**config.mk**
```make
export PLATFORM = sky130hd
export DESIGN_NAME = conv_stream_ctrl
export DESIGN_NICKNAME = d
export VERILOG_FILES = /design/src/rtl/conv_pkg.sv /design/src/rtl/conv_pos_cnt.sv /design/src/rtl/conv_stream_ctrl.sv
export SDC_FILE = /design/constraint.sdc
export NUM_CORES = 1
export LEC_CHECK = 0
export CAP_MARGIN = 20
export CELL_PAD_IN_SITES_DETAIL_PLACEMENT = 1
export CELL_PAD_IN_SITES_GLOBAL_PLACEMENT = 1
export CORE_MARGIN = 4
export CORE_UTILIZATION = 36
export CTS_CLUSTER_DIAMETER = 50
export DETAILED_ROUTE_END_ITERATION = 8
export PLACE_DENSITY_LB_ADDON = 0.05
export RECOVER_POWER = 50
export SLEW_MARGIN = 20
export SYNTH_ARGS = -nofsm -noshare
export SYNTH_HDL_FRONTEND = slang
export SYNTH_HIERARCHICAL = 1
export SYNTH_SLANG_ARGS = --single-unit
```
**constraint.sdc**
```tcl
create_clock -name clk -period 3.4 [get_ports clk]
set_input_delay 0.34 -clock clk [delete_from_list [all_inputs] [get_ports clk]]
set_output_delay 0.34 -clock clk [all_outputs]
set_load 0.02 [all_outputs]
```
**src/rtl/conv_pkg.sv**
```systemverilog
// rtl/conv_pkg.sv - shared types and constants for the convolution stream controller
package conv_pkg;

    localparam int PIX_W = 8;

    typedef enum logic [1:0] {
        ST_IDLE   = 2'd0,
        ST_LOAD   = 2'd1,
        ST_STREAM = 2'd2,
        ST_DRAIN  = 2'd3
    } conv_state_t;

    typedef enum logic {
        STRIDE1 = 1'b0,
        STRIDE2 = 1'b1
    } conv_stride_t;

    // Weight words fetched per layer: one per kernel tap per input channel.
    function automatic int weight_words(input int in_ch, input int ksize);
        return in_ch * ksize * ksize;
    endfunction

endpackage

```
**src/rtl/conv_pos_cnt.sv**
```systemverilog
// rtl/conv_pos_cnt.sv - pixel row/column tracker with kernel-window flags
// Ports: clear restarts at (0,0); advance registers the next position as the
// current output pixel; stride2 selects even-offset windows only.
// orow_cnt/ocol_cnt/orow_flag describe the current pixel and hold while idle;
// owin_valid pulses with the pixel when a full (stride-aligned) window ends there.
module conv_pos_cnt #(
    parameter int IMG_W = 32,
    parameter int IMG_H = 32,
    parameter int KSIZE = 3
) (
    input  logic                      clk,
    input  logic                      rst_n,
    input  logic                      clear,
    input  logic                      advance,
    input  logic                      stride2,
    output logic [$clog2(IMG_H)-1:0]  orow_cnt,
    output logic [$clog2(IMG_W)-1:0]  ocol_cnt,
    output logic                      orow_flag,
    output logic                      owin_valid
);

    localparam int RW = $clog2(IMG_H);
    localparam int CW = $clog2(IMG_W);
    localparam logic [RW-1:0] ROW_K = RW'(KSIZE - 1);
    localparam logic [CW-1:0] COL_K = CW'(KSIZE - 1);
    // (pos - (KSIZE-1)) is even exactly when pos[0] matches this parity bit.
    localparam logic          KPAR  = 1'((KSIZE - 1) % 2);

    logic [RW-1:0] nrow;
    logic [CW-1:0] ncol;
    logic          win_next;

    always_comb begin
        win_next = (nrow >= ROW_K) && (ncol >= COL_K);
        if (stride2) begin
            win_next = win_next && (nrow[0] == KPAR) && (ncol[0] == KPAR);
        end
    end

    always_ff @(posedge clk) begin
        if (!rst_n || clear) begin
            nrow       <= '0;
            ncol       <= '0;
            orow_cnt   <= '0;
            ocol_cnt   <= '0;
            orow_flag  <= 1'b0;
            owin_valid <= 1'b0;
        end else begin
            owin_valid <= advance && win_next;
            if (advance) begin
                orow_cnt  <= nrow;
                ocol_cnt  <= ncol;
                orow_flag <= (nrow >= ROW_K);
                if (ncol == CW'(IMG_W - 1)) begin
                    ncol <= '0;
                    nrow <= (nrow == RW'(IMG_H - 1)) ? '0 : nrow + 1'b1;
                end else begin
                    ncol <= ncol + 1'b1;
                end
            end
        end
    end

endmodule

```
**src/rtl/conv_stream_ctrl.sv**
```systemverilog
// rtl/conv_stream_ctrl.sv - weight load and pixel streaming controller for a conv engine
// Optional feature macro: CONV_STREAM_STAT_EN (adds ostat_pix frame pixel counter).
// Ports: idata/idata_empty/odata_rd - data FIFO; ipara_empty/opara_rd - weight FIFO;
// istart/istride - frame start and stride select; odata_ch/odata_valid/orow_cnt/
// ocol_cnt/orow_flag/owin_valid - pixel stream out; opara_valid - per-channel weight
// strobe; ifinish_flag/oover_flag - downstream done handshake and frame-done pulse.
module conv_stream_ctrl
    import conv_pkg::*;
#(
    parameter int DATA_W = 64,
    parameter int IN_CH  = 3,
    parameter int KSIZE  = 3,
    parameter int IMG_W  = 32,
    parameter int IMG_H  = 32
) (
    input  logic                        clk,
    input  logic                        rst_n,
    input  logic [DATA_W-1:0]           idata,
    input  logic                        idata_empty,
    output logic                        odata_rd,
    input  logic                        ipara_empty,
    output logic                        opara_rd,
    input  logic                        istart,
    input  logic                        istride,
    output logic [IN_CH*PIX_W-1:0]      odata_ch,
    output logic                        odata_valid,
    output logic [$clog2(IMG_H)-1:0]    orow_cnt,
    output logic [$clog2(IMG_W)-1:0]    ocol_cnt,
    output logic                        orow_flag,
    output logic                        owin_valid,
    output logic [IN_CH-1:0]            opara_valid,
    input  logic                        ifinish_flag,
    output logic                        oover_flag
`ifdef CONV_STREAM_STAT_EN
    ,
    output logic [$clog2(IMG_W*IMG_H+1)-1:0] ostat_pix
`endif
);

    localparam int KK   = KSIZE * KSIZE;
    localparam int NW   = weight_words(IN_CH, KSIZE);
    localparam int NPIX = IMG_W * IMG_H;
    localparam int WPW  = $clog2(NW + 1);
    localparam int KKW  = (KK > 1) ? $clog2(KK) : 1;
    localparam int CHW  = (IN_CH > 1) ? $clog2(IN_CH) : 1;
    localparam int PPW  = $clog2(NPIX + 1);
    localparam int RW   = $clog2(IMG_H);
    localparam int CW   = $clog2(IMG_W);

    conv_state_t  state;
    conv_stride_t stride_q;
    logic [WPW-1:0] wpop;
    logic [KKW-1:0] wk;
    logic [CHW-1:0] wch;
    logic           last_strobe;
    logic [PPW-1:0] ppop;
    logic           data_pend;
    logic           frame_start;
    logic           last_pix;

    assign frame_start = (state == ST_IDLE) && istart;
    // Pops are gated by rst_n so nothing leaves either FIFO while reset is held.
    assign opara_rd = rst_n && (state == ST_LOAD) && !ipara_empty && (wpop != WPW'(NW));
    assign odata_rd = rst_n && (state == ST_STREAM) && !idata_empty && (ppop != PPW'(NPIX));
    assign last_pix = odata_valid && (orow_cnt == RW'(IMG_H - 1)) && (ocol_cnt == CW'(IMG_W - 1));

    generate
        if (DATA_W > IN_CH * PIX_W) begin : g_unused_hi
            logic unused_idata_hi;
            assign unused_idata_hi = &{1'b0, idata[DATA_W-1:IN_CH*PIX_W]};
        end
    endgenerate

    always_ff @(posedge clk) begin
        if (!rst_n) begin
            state       <= ST_IDLE;
            stride_q    <= STRIDE1;
            wpop        <= '0;
            wk          <= '0;
            wch         <= '0;
            last_strobe <= 1'b0;
            ppop        <= '0;
            data_pend   <= 1'b0;
            odata_valid <= 1'b0;
            odata_ch    <= '0;
            opara_valid <= '0;
            oover_flag  <= 1'b0;
        end else begin
            oover_flag  <= 1'b0;
            // Weight word appears on the FIFO one cycle after its pop.
            opara_valid <= opara_rd ? (IN_CH'(1) << wch) : '0;
            last_strobe <= opara_rd && (wpop == WPW'(NW - 1));
            // Data pop -> word on FIFO next cycle -> registered out the cycle after.
            data_pend   <= odata_rd;
            odata_valid <= data_pend;
            if (data_pend) begin
                odata_ch <= idata[IN_CH*PIX_W-1:0];
            end

            case (state)
                ST_IDLE: begin
                    if (istart) begin
                        stride_q <= conv_stride_t'(istride);
                        wpop     <= '0;
                        wk       <= '0;
                        wch      <= '0;
                        ppop     <= '0;
                        state    <= ST_LOAD;
                    end
                end
                ST_LOAD: begin
                    if (opara_rd) begin
                        wpop <= wpop + 1'b1;
                        if (wk == KKW'(KK - 1)) begin
                            wk  <= '0;
                            wch <= wch + 1'b1;
                        end else begin
                            wk <= wk + 1'b1;
                        end
                    end
                    if (last_strobe) begin
                        state <= ST_STREAM;
                    end
                end
                ST_STREAM: begin
                    if (odata_rd) begin
                        ppop <= ppop + 1'b1;
                    end
                    if (last_pix) begin
                        state <= ST_DRAIN;
                    end
                end
                ST_DRAIN: begin
                    if (ifinish_flag) begin
                        oover_flag <= 1'b1;
                        state      <= ST_IDLE;
                    end
                end
                default: state <= ST_IDLE;
            endcase
        end
    end

    conv_pos_cnt #(
        .IMG_W (IMG_W),
        .IMG_H (IMG_H),
        .KSIZE (KSIZE)
    ) u_pos_cnt (
        .clk        (clk),
        .rst_n      (rst_n),
        .clear      (frame_start),
        .advance    (data_pend),
        .stride2    (stride_q == STRIDE2),
        .orow_cnt   (orow_cnt),
        .ocol_cnt   (ocol_cnt),
        .orow_flag  (orow_flag),
        .owin_valid (owin_valid)
    );

`ifdef CONV_STREAM_STAT_EN
    always_ff @(posedge clk) begin
        if (!rst_n || frame_start) begin
            ostat_pix <= '0;
        end else if (data_pend) begin
            ostat_pix <= ostat_pix + 1'b1;
        end
    end
`endif

endmodule

```
==> metrics.md <==
| Metric | Value |
|---|---|
| Post-DP HPWL | `6500 um` |
| Inserted Clock Buffers | `9` |
| Slew headroom | `~25%` |
| Total Routing Usage GR | `16.9%` |
| Reg-to-reg endpoint | `odata_ch[12]` |
| Final WL | `roughly 9200 um` |
| Reg clk slew, reported paths | `around 0.09 ns` |
| Highest metal used | `met4` |
| Slew @ Worst Pin | `1.12 ns` |
| Clk root buf | `clkbuf_8` |
| Peak VDD IR | `0.000193 V` |
| Max Slew Vio Count | `0` |
| DIE AREA | `11200 um2` |
| Core ar. | `9280 um2` |
| Critical path required time | `3.06 ns` |
| Die span in y | `about 110 um` |
| Ys async rst share | `0%` |
| Crit Path Class | `flip-flop to output pin` |
| Met1 Routed Length | `4230 um` |
| Most frequent cells in the layout | `78 x dfxtp_1, 48 x nor2_1, 39 x mux2i_1` |
| Port bufs | `73` |
| Final setup viols | `0` |
| Detail Route met3 WL | `306 um` |
| Layout Area Growth over Synthesis | `31.0%` |
| Post-route antenna net violation count | `0` |
| Initial antenna violation count | `0` |
| Crit path to | `opara_rd` |
| Routed vias/inst | `5.16` |
| Final Hold Vio Count | `0` |
| Final routed DRC violation total | `0` |
| DRT Pass-1 Iters | `4` |
| Post-Synthesis Cells | `around 370` |
| Fmax | `0.351 GHz` |
| Final Cycle Share | `83.8%` |
| First-pass GRT wire length | `15400 um` |
| WL/cell | `about 16 um` |
| Final nets | `527` |
| Largest net degree at the start of global routing | `34` |
| Post-CTS resize count | `0` |
| WP data arrival | `approximately 2.5 ns` |
| Register area share after synthesis | `45.3%` |
| Max-cap viol count | `0` |
| Most common cell after layout, fill and taps aside | `dfxtp_1` |
| Post-route worst setup slack | `~0.55 ns` |
| Reg2reg start | `data_pend` |
| ANT cells | `0` |
| Die Wd | `106 um` |
| Hold_buf cts | `0` |
| Minimum clock period | `roughly 2.8 ns` |
| Synth warnings | `6` |
| Yosys cell types | `between 50 and 60` |
| Power per cell area | `522 nW/um2` |
| EDFF count, synth | `0` |
| Crit path capture type | `output pin` |
| Synth Flop Type | `dfxtp_1` |
| Fin Clk Skew | `0.0161 ns` |
| R2R Setup Slk | `between 1 and 1.5 ns` |
| RSZ-0062 raised after global routing | `no` |
| GPL Wtd Cong | `slightly below 0.8` |
| Placement Rows | `35` |
| Mean Syn Cell Area | `9.35 um2` |
| Routed via count | `roughly 3000` |
| Vias in the first global route | `3097` |
| Initial drt markers | `53` |
| Register bit total from synthesis | `between 70 and 80` |
| Cell Area, Synth | `~3400 um2` |
| CP Launch Type | `flip-flop` |
| Layout cells sized above 1 | `6.94%` |
| Worst hold path class | `flip-flop to flip-flop` |
| Status | `complete, no violations` |
| H-tree level count | `3` |
| Leak pwr | `1.68 nW` |
| Grt ovf | `0` |
| Sink Count | `between 70 and 80` |
| Syn Nets | `454` |
| Post CTS Setup Buffer Count | `0` |
| Skew-Pair Late Insertion Delay | `approximately 0.35 ns` |
| Pre-CTS setup slack | `0.784 ns` |
| Starting Density | `37.2%` |
| TNS Setup | `0 ns` |
| Worst R2R Path Depth | `3` |
| CTS tree | `yes` |
| Crit. Startpoint | `state[1]` |
| Longest Clk Path Bufs | `2` |
| CP max FO | `12` |
| DR WL met2 | `~4500 um` |
| IO Pins | `114` |
## worst min path at each step
stage	end	startpoint	depth (start not counted)	slack [ns]
finish	opara_valid[0]	wch[1]	1	0.48
global route	opara_valid[0]	wch[1]	1	0.51
CTS	opara_valid[0]	wch[1]	1	0.48
detailed placement	opara_valid[0]	wch[1]	1	0.47
global placement	wk[3]	wk[3]	2	0.47
floorplan	opara_valid[0]	wch[1]	1	0.43
## power by group
part           total, mW  internal [mW]  switching [mW]
logic              0.628          0.237           0.390
registers           1.00          0.959          0.0458
clock network      0.726          0.363           0.363
total               2.36           1.56           0.799
## per-layer routing
metal  up-vias  GRT usage (%)
met5         -              0
met4         0           5.83
met3        11           3.64
met2        47           29.1
met1      1434           20.8
li1       1480              -
## cell type report
type	instances	area, um2
clock buffer	10	138
clock inverter	6	68.8
fill	1076	4760
inverter	16	60.1
multi-input combinational	259	1770
sequential	78	1560
tap	129	161
timing repair buffer	78	766
## worst max-delay path, stage by stage, from the launching register on
cell and delay, ns:
dfxtp_1 0.35, inv_1 0.09, ha_1 0.14, buf_4 0.17, nor2b_1 0.24, nand3_1 0.30, inv_2 0.22, clkdlybuf4s50_1 0.63
## cells in the mapped netlist (all sizes together) (5+ instances only)
| cell | n | share of area (%) |
|---|---|---|
| dfxtp | 78 | 45 |
| nor2 | 48 | 5.2 |
| mux2i | 39 | 11 |
| nand2 | 23 | 2.6 |
| a21oi | 16 | 2.3 |
| ha | 14 | 5.1 |
| inv | 14 | 1.5 |
| clkbuf | 12 | 1.3 |
| nand3 | 12 | 1.7 |
| o31ai | 11 | 2.7 |
| o21ai | 10 | 1.5 |
| nand4 | 8 | 1.5 |
| nor3 | 7 | 1.0 |
| nor4 | 6 | 1.1 |
| a31oi | 5 | 0.91 |
| and2 | 5 | 0.91 |
| nand2b | 5 | 0.91 |
## per-stage QoR
stage / hold slack [ns] / total power, mW / cell area (um2) / instances / util (%)
final: 0.479 / 2.36 / 4520 / 576 / 48.7
after global routing: 0.508 / 2.51 / 4520 / 576 / 48.7
after CTS: 0.483 / 2.40 / 4520 / 576 / 48.7
after detailed placement: 0.467 / 1.66 / 4320 / 560 / 46.5
after global placement: 0.466 / 1.65 / 4320 / 560 / 46.5
after floorplan: 0.435 / 1.44 / 3450 / 369 / -
## state kept, by name, indices dropped and copies added, names as in the netlist, 2 cells and up
register,cells
u_pos_cnt/orow_cnt,5
u_pos_cnt/nrow,5
state,2
u_pos_cnt/ncol,5
opara_valid,3
ppop,11
wk,4
odata_ch,24
wpop,5
u_pos_cnt/ocol_cnt,5
wch,2
## cell families after synthesis
logic type	count (synthesis)	synth area share, %
AO/OA/AOI/OAI	66	13.9
adder cells (fa/ha/maj)	14	5.08
buffers and inverters	32	3.55
flip-flops	78	45.3
multiplexers	40	11.6
AND/OR/NAND/NOR	139	20.6
(Power assumes the default switching activity.)
